[src/rtl/pci_irq_pkg.sv]
// Shared types and helpers for the toggle-handshake PCI interrupt requester.
package pci_irq_pkg;

  typedef enum logic [1:0] {
    IDLE     = 2'd0,
    ISSUE    = 2'd1,
    WAIT_ACK = 2'd2,
    GAP      = 2'd3
  } irq_state_e;

  localparam int DEF_TIMEOUT = 64;
  localparam int MAX_SRC     = 16;

  // First set bit of eligible at or after ptr, wrapping at num_src; 0 when none.
  function automatic logic [3:0] rr_pick(input logic [MAX_SRC-1:0] eligible,
                                         input logic [3:0]         ptr,
                                         input int                 num_src);
    logic [3:0] pick;
    int         idx;
    pick = '0;
    for (int k = MAX_SRC - 1; k >= 0; k--) begin
      if (k < num_src) begin
        idx = int'(ptr) + k;
        if (idx >= num_src) idx = idx - num_src;
        if (eligible[idx[3:0]]) pick = idx[3:0];
      end
    end
    return pick;
  endfunction

endpackage

[src/rtl/pci_irq_rr_arbiter.sv]
// Round-robin pick among eligible sources; pointer moves past the winner on issue.
module pci_irq_rr_arbiter
  import pci_irq_pkg::*;
#(
  parameter int NUM_SRC = 4,
  parameter int VEC_W   = 2
) (
  input  logic               clk,
  input  logic               resetn,
  input  logic [NUM_SRC-1:0] i_eligible,
  input  logic               i_advance,
  output logic               o_any,
  output logic [VEC_W-1:0]   o_winner
);

  logic [VEC_W-1:0]   r_ptr;
  logic [MAX_SRC-1:0] w_elig_ext;
  logic [3:0]         w_ptr_ext;
  logic [3:0]         w_pick;

  assign w_elig_ext = MAX_SRC'(i_eligible);
  assign w_ptr_ext  = 4'(r_ptr);
  assign w_pick     = rr_pick(w_elig_ext, w_ptr_ext, NUM_SRC);
  assign o_any      = |i_eligible;
  assign o_winner   = VEC_W'(w_pick);

  always_ff @(posedge clk) begin
    if (!resetn) begin
      r_ptr <= '0;
    end else if (i_advance) begin
      r_ptr <= (o_winner == VEC_W'(NUM_SRC - 1)) ? '0 : o_winner + 1'b1;
    end
  end

endmodule

[src/rtl/pci_irq_requester.sv]
// Initiator side of the toggle-based PCI interrupt handshake: edge latch,
// round-robin issue, ACK wait with timeout and bounded retry.
//
// state    | meaning
// IDLE     | waiting for an eligible pending source; loads IRQ_VECTOR
// ISSUE    | toggles IRQ_REQ, arms timeout and retry counters
// WAIT_ACK | counts down for IRQ_ACK; retoggles on expiry until retries run out
// GAP      | one idle cycle between requests
module pci_irq_requester
  import pci_irq_pkg::*;
#(
  parameter int NUM_SRC   = 4,
  parameter int VEC_W     = 2,
  parameter int TIMEOUT   = DEF_TIMEOUT,
  parameter int MAX_RETRY = 3
) (
  input  logic               clk,
  input  logic               resetn,
  input  logic [NUM_SRC-1:0] irq_src,
  input  logic [NUM_SRC-1:0] irq_mask,
  output logic               IRQ_REQ,
  output logic [VEC_W-1:0]   IRQ_VECTOR,
  input  logic               IRQ_ACK,
  output logic [NUM_SRC-1:0] pending,
  output logic               busy,
  output logic               timeout_err,
  output logic               spurious_ack
);

  localparam int TW = $clog2(TIMEOUT + 1);
  localparam int RW = (MAX_RETRY > 0) ? $clog2(MAX_RETRY + 1) : 1;

  irq_state_e         r_state, w_state_nxt;
  logic [NUM_SRC-1:0] r_src_q, r_pending;
  logic [NUM_SRC-1:0] w_rise, w_eligible, w_clear;
  logic               r_req, w_req_nxt;
  logic [VEC_W-1:0]   r_vec, w_vec_nxt;
  logic [TW-1:0]      r_tmo, w_tmo_nxt;
  logic [RW-1:0]      r_retry, w_retry_nxt;
  logic               r_timeout_err, r_spurious;
  logic               w_issue, w_abandon, w_any;
  logic [VEC_W-1:0]   w_winner;

  assign w_rise     = irq_src & ~r_src_q;
  assign w_eligible = r_pending & ~irq_mask;

  pci_irq_rr_arbiter #(
    .NUM_SRC (NUM_SRC),
    .VEC_W   (VEC_W)
  ) u_arb (
    .clk        (clk),
    .resetn     (resetn),
    .i_eligible (w_eligible),
    .i_advance  (w_issue),
    .o_any      (w_any),
    .o_winner   (w_winner)
  );

  always_comb begin
    w_state_nxt = r_state;
    w_req_nxt   = r_req;
    w_vec_nxt   = r_vec;
    w_tmo_nxt   = r_tmo;
    w_retry_nxt = r_retry;
    w_clear     = '0;
    w_issue     = 1'b0;
    w_abandon   = 1'b0;
    case (r_state)
      IDLE: begin
        if (w_any) begin
          w_issue     = 1'b1;
          w_vec_nxt   = w_winner;
          w_clear     = NUM_SRC'(1) << w_winner;
          w_state_nxt = ISSUE;
        end
      end
      ISSUE: begin
        w_req_nxt   = ~r_req;
        w_tmo_nxt   = TW'(TIMEOUT);
        w_retry_nxt = '0;
        w_state_nxt = WAIT_ACK;
      end
      WAIT_ACK: begin
        // ACK wins over a timeout expiring in the same cycle
        if (IRQ_ACK) begin
          w_state_nxt = GAP;
        end else if (r_tmo == TW'(1)) begin
          if (r_retry < RW'(MAX_RETRY)) begin
            w_req_nxt   = ~r_req;
            w_retry_nxt = r_retry + 1'b1;
            w_tmo_nxt   = TW'(TIMEOUT);
          end else begin
            w_abandon   = 1'b1;
            w_state_nxt = GAP;
          end
        end else if (r_tmo != '0) begin
          w_tmo_nxt = r_tmo - 1'b1;
        end
      end
      GAP:     w_state_nxt = IDLE;
      default: w_state_nxt = IDLE;
    endcase
  end

  always_ff @(posedge clk) begin
    if (!resetn) begin
      r_state       <= IDLE;
      r_src_q       <= '0;
      r_pending     <= '0;
      r_req         <= 1'b0;
      r_vec         <= '0;
      r_tmo         <= '0;
      r_retry       <= '0;
      r_timeout_err <= 1'b0;
      r_spurious    <= 1'b0;
    end else begin
      r_state       <= w_state_nxt;
      r_src_q       <= irq_src;
      r_pending     <= (r_pending & ~w_clear) | w_rise;
      r_req         <= w_req_nxt;
      r_vec         <= w_vec_nxt;
      r_tmo         <= w_tmo_nxt;
      r_retry       <= w_retry_nxt;
      r_timeout_err <= w_abandon;
      r_spurious    <= IRQ_ACK && (r_state != WAIT_ACK);
    end
  end

  assign IRQ_REQ      = r_req;
  assign IRQ_VECTOR   = r_vec;
  assign pending      = r_pending;
  assign busy         = (r_state == ISSUE) || (r_state == WAIT_ACK);
  assign timeout_err  = r_timeout_err;
  assign spurious_ack = r_spurious;

endmodule

[config.mk]
export PLATFORM = sky130hd
export DESIGN_NAME = pci_irq_requester
export DESIGN_NICKNAME = d
export VERILOG_FILES = /design/src/rtl/pci_irq_pkg.sv /design/src/rtl/pci_irq_rr_arbiter.sv /design/src/rtl/pci_irq_requester.sv
export SDC_FILE = /design/constraint.sdc
export NUM_CORES = 1
export LEC_CHECK = 0
export ABC_CLOCK_PERIOD_IN_PS = 7310
export BUFFER_PORTS_ARGS = -buffer_cell sky130_fd_sc_hd__clkbuf_2
export CORE_MARGIN = 2
export CORE_UTILIZATION = 42
export DETAILED_ROUTE_END_ITERATION = 6
export PLACE_DENSITY_LB_ADDON = 0.25
export SLEW_MARGIN = 15
export SYNTH_ARGS = -nofsm -noshare
export SYNTH_HDL_FRONTEND = slang
export SYNTH_SLANG_ARGS = --single-unit
[constraint.sdc]
create_clock -name clk -period 7.31 [get_ports clk]
set_input_delay 1.462 -clock clk [delete_from_list [all_inputs] [get_ports clk]]
set_output_delay 1.462 -clock clk [all_outputs]
set_load 0.03 [all_outputs]
==> results of run 1 <==
-- state kept, by name, indices dropped and copies added, names as in the netlist --
signal	cells
r_tmo	7
timeout_err	1
r_retry	2
u_arb.r_ptr	2
IRQ_REQ	1
r_state	2
IRQ_VECTOR	2
r_src_q	4
spurious_ack	1
pending	4
-- worst reg2reg max path, stage by stage, from the launching register on --
cell and delay (ns):
dfxtp_1 0.71, inv_2 0.20, ha_1 0.27, nor4b_2 0.31, or2_1 0.28, o31ai_1 0.11, a221oi_2 0.39, inv_1 0.11
ha_1 0.28, a21oi_1 0.12, nor2b_1 0.06
-- stage by stage --
step                      power, W  setup WS (ns)  instances  utilization
after global routing      0.000771           3.99        251        0.495
after detailed placement  0.000590           3.85        247        0.476
final                     0.000707           4.15        251        0.495
after global placement    0.000589           3.92        247        0.476
after CTS                 0.000715           4.16        251        0.495
after floorplan           0.000525           4.15        185            -
-- how the worst max path moves through the flow --
stage,depth (start not counted),start,end
detailed placement,9,irq_mask[0],u_arb.r_ptr[1]
finish,9,irq_mask[0],u_arb.r_ptr[1]
global route,9,irq_mask[0],u_arb.r_ptr[1]
global placement,9,irq_mask[0],u_arb.r_ptr[1]
floorplan,9,irq_mask[0],u_arb.r_ptr[1]
CTS,9,irq_mask[0],u_arb.r_ptr[1]
-- layout make-up --
type	count	area, um2	area share
Tap cell	48	60.1	0.0324
Timing Repair Buffer	20	100	0.0540
Sequential cell	26	520	0.281
Clock inverter	1	30.0	0.0162
Inverter	12	45.0	0.0243
Clock buffer	3	41.3	0.0223
Multi-Input combinational cell	141	1060	0.570
-- layer usage --
metal,track usage,vias up
li1,-,686
met1,0.214,604
met4,0.0663,0
met5,0,-
met3,0.0372,6
met2,0.251,30
-- logic make-up (layout without fill, tap and decap cells) --
kind of cell / Yosys count / after routing
XOR/XNOR: 7 / 7
flip-flops: 26 / 26
adder cells (fa/ha/maj): 13 / 13
buffers and inverters: 18 / 36
multiplexers: 4 / 4
AND/OR/NAND/NOR: 80 / 80
AO/OA/AOI/OAI: 37 / 37
-- synth_stat cells (5+ instances only) --
cell | number | area share
dfxtp_1 | 26 | 0.31
inv_1 | 11 | 0.025
o21ai_0 | 8 | 0.024
ha_1 | 13 | 0.098
nand2b_1 | 5 | 0.019
nor2_1 | 12 | 0.027
xor2_1 | 5 | 0.026
a21oi_1 | 6 | 0.018
nor2b_1 | 15 | 0.056
and2_1 | 9 | 0.034
nand3_1 | 5 | 0.015
nand4_1 | 6 | 0.023
nand2_1 | 13 | 0.029
-- power by group through the flow --
stage	logic [W]	registers, W	clock network, W
2_1_floorplan	0.000303	0.000222	0
3_3_place_gp	0.000367	0.000221	0
3_5_place_dp	0.000368	0.000223	0
4_1_cts	0.000370	0.000219	0.000126
5_1_grt	0.000415	0.000226	0.000131
6_report	0.000368	0.000219	0.000119
==> impl_metrics.yaml, run 1 <==
run_status:
  status: "finished, final reports clean"
synth:
  ys_seq_elements: 26
  synth-seq-area-share: 0.313
  synth.distinct_cells: 55
  syn_area_um2: 1660
  synth_compound_area_frac: 0.188
  syn_inst: 185
  synth_mux_area_frac: 0.0324
  synthSimpleGateAreaFrac: 0.280
  yosysWarnings: 0
  synth_edf_count: 0
  synthFlopType: "dfxtp_1"
  synthArstFlopShare: 0
  synthesis.nets: 209
  synth_top_family_by_area: "simple AND/OR/NAND/NOR gates"
  yosys.area_share.adder: 0.0979
  synthXorXnorAreaFrac: 0.0369
  syn_area_per_cell_um2: 8.98
power_and_ir_drop:
  p_leak_nw: 0.790
  p_clk_frac: 0.169
  power_density_nw_per_um2: 381
  p_int_w: 0.000402
  ir_drop_uv: 136
  switching_power_w: 0.000305
  switching_share: 0.431
  seqPwrFrac: 0.310
  pwr-share-comb: 0.521
placement:
  placed_area_um2: 1780
  dp.final_hpwl_um: 2360
  port_buffers: 20
  gp_congestion: 0.864
layout:
  final_common_cell: "dfxtp_1"
  n_antenna_cell: 0
  final_cell_mix: "dfxtp_1 (26), clkbuf_2 (20), nor2b_1 (15), nand2_1 (13), ha_1 (13)"
  postLayoutCellArea_um2: 1850
  drive_gt1_frac: 0.192
  fillers: 404
  nNetsFinal: 228
  syn_to_final_growth_pct: 11.5
hold_path:
  hp-class: "reg2reg"
  whs_path_depth: 2
  min_from: "r_tmo[6]"
  hold_end: "r_tmo[6]"
clock_network:
  clockBufferDepth: 2
  post_cts_buffers: 0
  clock_latency_ns: 0.27
  clkTransAtPathRegs_ns: 0.09
  clock-sinks: 26
  htreeDepth: 1
  root_buffer: "clkbuf_8"
  post_cts_resized: 0
  cts_made_buffers: 3
  hold_buffers: 0
  cts_tree: "yes"
die:
  core_um2: 3740
  initial_core_util: 0.444
  floorplan.die_area_um2: 4480
  die_w_um: 66.9
  die_h_um: 66.9
  ios: 21
  row_count: 22
critical_path:
  r2r_end: "u_arb.r_ptr[1]"
  cp_max_fo: 10
  crit_buf_inv: 2
  rr_worst_depth: 10
  cp_top_family: "compound AO/OA/AOI/OAI gates"
  worstPathRequired_ns: 7.48
  crit_top_cell: "nand2b_1"
  timing.rr.start: "u_arb.r_ptr[0]"
  crit_type: "in2reg"
  slowest_stage: "a221oi_2"
  crit_chain: "clkbuf_2 -> nand2b_1 -> nand2b_1 -> a32o_1 -> a221oi_2 -> inv_1 -> ha_1 -> a21oi_1 -> nor2b_1"
  start_kind: "input port"
  r2r_slack_ns: 4.37
  max_stage_delay_ns: 0.40
  worst_ep_arrival_time_ns: 3.34
  cp-end-kind: "flip-flop"
timing:
  timing.final.crit_share: 0.432
  period_minus_slack_ns: 3.16
  rsz0062_at_grt: "false"
  clock-skew-final_ns: 0.00782
  tns_ns: 0
  fin_hold_ws_ns: 0.476
  worstMarginPinSlew_ns: 1.00
  fmax_ghz: 0.316
  relSlewSlack: 0.323
  setup-violations-final: 0
  report.final.slew_viol_count: 0
  finalHoldViolations: 0
routing:
  vias_per_cell: 5.28
  drt_iter0_drc: 48
  top_layer_used: "met4"
  first_pass_iters: 4
  routed_wl_um: 3140
  drc: 0
  wl_per_cell_um: 12.5
  drtAntennaViolNets: 0
  via_count: 1326
  met1_length_um: 1570
  wl_met3_um: 155
  route.met2.wl_um: 1360
run:
  maxCapViolCount: 0
global_routing:
  grt_overflow_total: 0
  grt_pass1_wl_um: 5530
  grt_max_degree: 23
  grt_pass1_vias: 1274
  antenna_found_initial: 0
  track_usage: 0.161
(Power assumes the default switching activity.)
==> inputs of run 2 (changes only) <==
--- a/config.mk
+++ b/config.mk
@@ -5,7 +5,7 @@
 export SDC_FILE = /design/constraint.sdc
 export NUM_CORES = 1
 export LEC_CHECK = 0
-export ABC_CLOCK_PERIOD_IN_PS = 7310
+export ABC_CLOCK_PERIOD_IN_PS = 3100
 export BUFFER_PORTS_ARGS = -buffer_cell sky130_fd_sc_hd__clkbuf_2
 export CORE_MARGIN = 2
 export CORE_UTILIZATION = 42
==> constraint.sdc (replaced) <==
create_clock -name clk -period 3.1 [get_ports clk]
set_input_delay 0.62 -clock clk [delete_from_list [all_inputs] [get_ports clk]]
set_output_delay 0.62 -clock clk [all_outputs]
set_load 0.03 [all_outputs]
==> impl_metrics.yaml, run 2 (synthesis results as in run 1) <==
power_and_ir_drop:
  power_density_nw_per_um2: 902
  power_w: 0.00169
  ir_drop_uv: 436
  p_leak_nw: 0.800
routing:
  via_count: 1344
  drtAntennaViolNets: 0
  first_pass_iters: 4
  drt_iter0_drc: 80
  routed_wl_um: 3220
  wl_per_cell_um: 12.7
  drc: 0
  vias_per_cell: 5.31
die:
  initial_core_util: 0.444
  ios: 21
  die_h_um: 66.9
  die_w_um: 66.9
  floorplan.die_area_um2: 4480
  row_count: 22
  core_um2: 3740
critical_path:
  worstPathRequired_ns: 3.28
  cp-end-kind: "flip-flop"
  r2r_slack_ns: 0.42
  crit_type: "reg2reg"
  start_kind: "flip-flop"
  cp_max_fo: 10
  worst_ep_arrival_time_ns: 2.86
timing:
  setup-violations-final: 0
  worst_slack_ns: 0.422
  rsz0062_at_grt: "false"
  report.final.slew_viol_count: 0
  period_minus_slack_ns: 2.68
  relSlewSlack: 0.701
  fin_hold_ws_ns: 0.479
  fmax_ghz: 0.373
  clock-skew-final_ns: 0.00452
  tns_ns: 0
  timing.final.crit_share: 0.864
  worstMarginPinSlew_ns: 0.443
  finalHoldViolations: 0
layout:
  ff_latch_area_um2: 520
  syn_to_final_growth_pct: 12.4
  fillers: 389
  drive_gt1_frac: 0.200
  multi_input_area_um2: 1060
  n_antenna_cell: 0
  largest-register: "r_tmo"
  final_common_cell: "dfxtp_1"
  largest_register_ffs: 7
  final_cell_mix: "dfxtp_1 (26), clkbuf_2 (20), nor2b_1 (15), nand2_1 (13), ha_1 (13)"
  nNetsFinal: 230
global_routing:
  grt_overflow_total: 0
  grt_max_degree: 23
  grt_pass1_vias: 1236
  grt_pass1_wl_um: 5670
  track_usage: 0.166
  antenna_found_initial: 0
clock_network:
  hold_buffers: 0
  root_buffer: "clkbuf_8"
  cts_tree: "yes"
  htreeDepth: 1
  clockBufferDepth: 2
  clock_latency_ns: 0.27
  post_cts_resized: 0
  post_cts_buffers: 0
  clock-sinks: 26
  clkTransAtPathRegs_ns: 0.10
  cts_made_buffers: 3
run:
  maxCapViolCount: 0
placement:
  gp_congestion: 0.907
  port_buffers: 20
  dp.final_hpwl_um: 2370
  dp_slack_ns: 0.439
hold_path:
  hp-class: "reg2reg"
run_status:
  status: "finished, final reports clean"
[run 2: cell count changes in the layout (fill, tap and decap cells not counted)]
cell / change
buf_4: +2
[run 2: worst max-delay path, cell delays in order, from the launching register on]
cell	delay, ns
dfxtp_1	0.56
inv_1	0.18
ha_1	0.42
o31a_1	0.31
a32o_1	0.21
a221oi_2	0.32
inv_1	0.11
ha_1	0.28
a21oi_1	0.13
nor2b_1	0.06
[run 2: worst paths after layout]
path,from,endpoint,depth (start not counted)
worst min-delay path,r_tmo[6],r_tmo[6],2
worst max-delay path,u_arb.r_ptr[1],u_arb.r_ptr[1],9
worst max register to register,u_arb.r_ptr[1],u_arb.r_ptr[1],9
worst min register to register,r_tmo[6],r_tmo[6],2
[run 2: final cells by class]
cell class                 instances  share of cell area
clock buffer                       3              0.0221
inverter                          12              0.0241
sequential                        26               0.279
timing repair buffer              22              0.0616
clock inverter                     1              0.0161
multi-input combinational        141               0.565
tap                               48              0.0322
[run 2: stage by stage]
| stage | cells | instance area, um2 | utilization |
|---|---|---|---|
| floorplan | 185 | 1660 | - |
| global placement | 249 | 1800 | 0.480 |
| detailed placement | 249 | 1800 | 0.480 |
| CTS | 253 | 1870 | 0.499 |
| global route | 253 | 1870 | 0.499 |
| finish | 253 | 1870 | 0.499 |
[run 2: where the power goes]
group	switching, W	internal, W	total, W
clock network	0.000115	0.000173	0.000288
registers	0.0000740	0.000415	0.000489
logic	0.000534	0.000374	0.000909
[run 2: layer usage]
| layer | up-vias | GRT usage | share of wire |
|---|---|---|---|
| met5 | - | 0 | 0 |
| met4 | 0 | 0.0638 | 0.0068 |
| met3 | 2 | 0.0372 | 0.049 |
| met2 | 42 | 0.256 | 0.44 |
| met1 | 606 | 0.225 | 0.50 |
| li1 | 694 | - | - |
==> inputs of run 3 (changes only) <==
--- a/config.mk
+++ b/config.mk
@@ -5,6 +5,7 @@
 export SDC_FILE = /design/constraint.sdc
 export NUM_CORES = 1
 export LEC_CHECK = 0
+export ABC_AREA = 1
 export ABC_CLOCK_PERIOD_IN_PS = 3100
 export BUFFER_PORTS_ARGS = -buffer_cell sky130_fd_sc_hd__clkbuf_2
 export CORE_MARGIN = 2
==> impl_metrics.yaml, run 3 <==
timing:
  relSlewSlack: 0.612
  clock-skew-final_ns: 0.00475
  setup-violations-final: 0
  report.final.slew_viol_count: 0
  fin_hold_ws_ns: 0.431
  timing.final.crit_share: 0.708
  worstMarginPinSlew_ns: 0.580
  tns_ns: 0
  period_minus_slack_ns: 2.19
  finalHoldViolations: 0
  fmax_ghz: 0.456
  rsz0062_at_grt: "false"
routing:
  drt_iter0_drc: 40
  drc: 0
  via_count: 1360
  wl_per_cell_um: 10.7
  drtAntennaViolNets: 0
  vias_per_cell: 4.77
  routed_wl_um: 3040
  first_pass_iters: 4
run_status:
  status: "finished, final reports clean"
clock_network:
  clockBufferDepth: 2
  htreeDepth: 1
  hold_buffers: 0
  root_buffer: "clkbuf_4"
  clkTransAtPathRegs_ns: 0.13
  cts_tree: "yes"
  post_cts_buffers: 0
  clock-sinks: 26
  post_cts_resized: 0
  cts_made_buffers: 3
  clock_latency_ns: 0.31
global_routing:
  grt_overflow_total: 0
  busiest_layer: "met2"
  track_usage: 0.159
  grt_max_degree: 18
  use_met3: 0.0211
  grt_pass1_vias: 1223
  grt_pass1_wl_um: 5270
  met1_usage: 0.218
  antenna_found_initial: 0
  met2_usage: 0.257
die:
  ios: 21
  initial_core_util: 0.447
  die_w_um: 64.0
  floorplan.die_area_um2: 4100
  die_h_um: 64.0
  row_count: 21
  core_um2: 3390
synth:
  synth-seq-area-share: 0.344
  syn_inst: 220
  synth_area_leader_cell: "dfxtp_1"
  synth_edf_count: 0
  synthesis.nets: 244
  ys_seq_elements: 26
  synthArstFlopShare: 0
  syn_area_per_cell_um2: 6.88
  netlist.area_leader.share: 0.344
  syn_area_um2: 1510
  synth_area_leaders: "dfxtp_1 (34%), nand2_1 (15%), ha_1 (11%)"
  synthTopCellsByCount: "nand2_1 (60), inv_1 (27), dfxtp_1 (26)"
  synth.distinct_cells: 26
  synthFlopType: "dfxtp_1"
  synth_most_common_cell: "nand2_1"
  yosysWarnings: 0
layout:
  n_antenna_cell: 0
  largest_register_ffs: 7
  fillers: 368
  final_cell_mix: "nand2_1 (60), inv_1 (27), dfxtp_1 (26), nand3_1 (22), clkbuf_2 (20)"
  syn_to_final_growth_pct: 10.7
  largest-register: "r_tmo"
  nNetsFinal: 265
  drive_gt1_frac: 0.142
  final_common_cell: "nand2_1"
  instances_no_fill: 285
critical_path:
  crit_type: "reg2reg"
  cp_max_fo: 9
  rr_worst_depth: 11
  worstPathRequired_ns: 3.31
  start_kind: "flip-flop"
  worst_ep_arrival_time_ns: 2.40
  cp-end-kind: "flip-flop"
hold_path:
  whs_path_depth: 1
  hp-class: "reg2reg"
power_and_ir_drop:
  power_density_nw_per_um2: 918
  ir_drop_uv: 448
  p_leak_nw: 0.838
placement:
  placed_cells: 282
  dp.final_hpwl_um: 2340
  gp_congestion: 0.893
  port_buffers: 20
run:
  maxCapViolCount: 0
==> run 3: final cells by class <==
cell class                      instances  area, um2  share of cell area
Sequential cell                        26        520               0.310
Clock buffer                            3       22.5              0.0134
Tap cell                               46       57.6              0.0343
Inverter                               30        113              0.0672
Multi-Input combinational cell        160        863               0.515
Timing Repair Buffer                   20        100              0.0597
==> run 3: per-stage QoR <==
step	setup WS [ns]	instance area [um2]	total power, W	util
after CTS	0.916	1680	0.00156	0.495
after floorplan	1.16	1510	0.00123	-
after global placement	0.997	1650	0.00140	0.488
final	0.905	1680	0.00154	0.495
after detailed placement	0.952	1650	0.00141	0.488
after global routing	0.651	1680	0.00171	0.495
==> run 3: worst max-delay path: stages, from the launching register on <==
cell and delay [ns]:
dfxtp_1 0.50, inv_1 0.17, ha_1 0.35, inv_1 0.07
nand2_1 0.10, nand2_1 0.07, o21ai_0 0.16, nand2_1 0.06
nand2_1 0.15, ha_1 0.25, o21ai_0 0.17, a21oi_1 0.05
==> run 3: logic make-up (layout without fill, tap and decap cells) <==
logic type | Yosys count | after routing | share of synthesized area
buffers and inverters | 34 | 53 | 0.0859
AO/OA/AOI/OAI | 33 | 33 | 0.112
adder cells (fa/ha/maj) | 13 | 13 | 0.107
AND/OR/NAND/NOR | 111 | 111 | 0.334
flip-flops | 26 | 26 | 0.344
XOR/XNOR | 3 | 3 | 0.0174
==> run 3: power by group <==
part | switching (W) | leakage (nW) | internal [W]
clock network | 0.0000920 | 0.0138 | 0.0000454
registers | 0.0000705 | 0.214 | 0.000411
logic | 0.000602 | 0.610 | 0.000318
==> run 3: per-layer routing <==
metal	vias to the layer above	routed length [um]
met1	596	1570
li1	744	-
met2	18	1370
met5	-	0
met3	2	83
met4	0	23
==> run 3: path summary, 6_finish.rpt <==
kind | slack (ns) | endpoint | startpoint
worst max-delay path | 0.91 | u_arb.r_ptr[1] | u_arb.r_ptr[0]
worst min-delay path | 0.43 | pending[2] | r_src_q[2]
worst max register to register | 0.91 | u_arb.r_ptr[1] | u_arb.r_ptr[0]
worst min register to register | 0.43 | pending[2] | r_src_q[2]
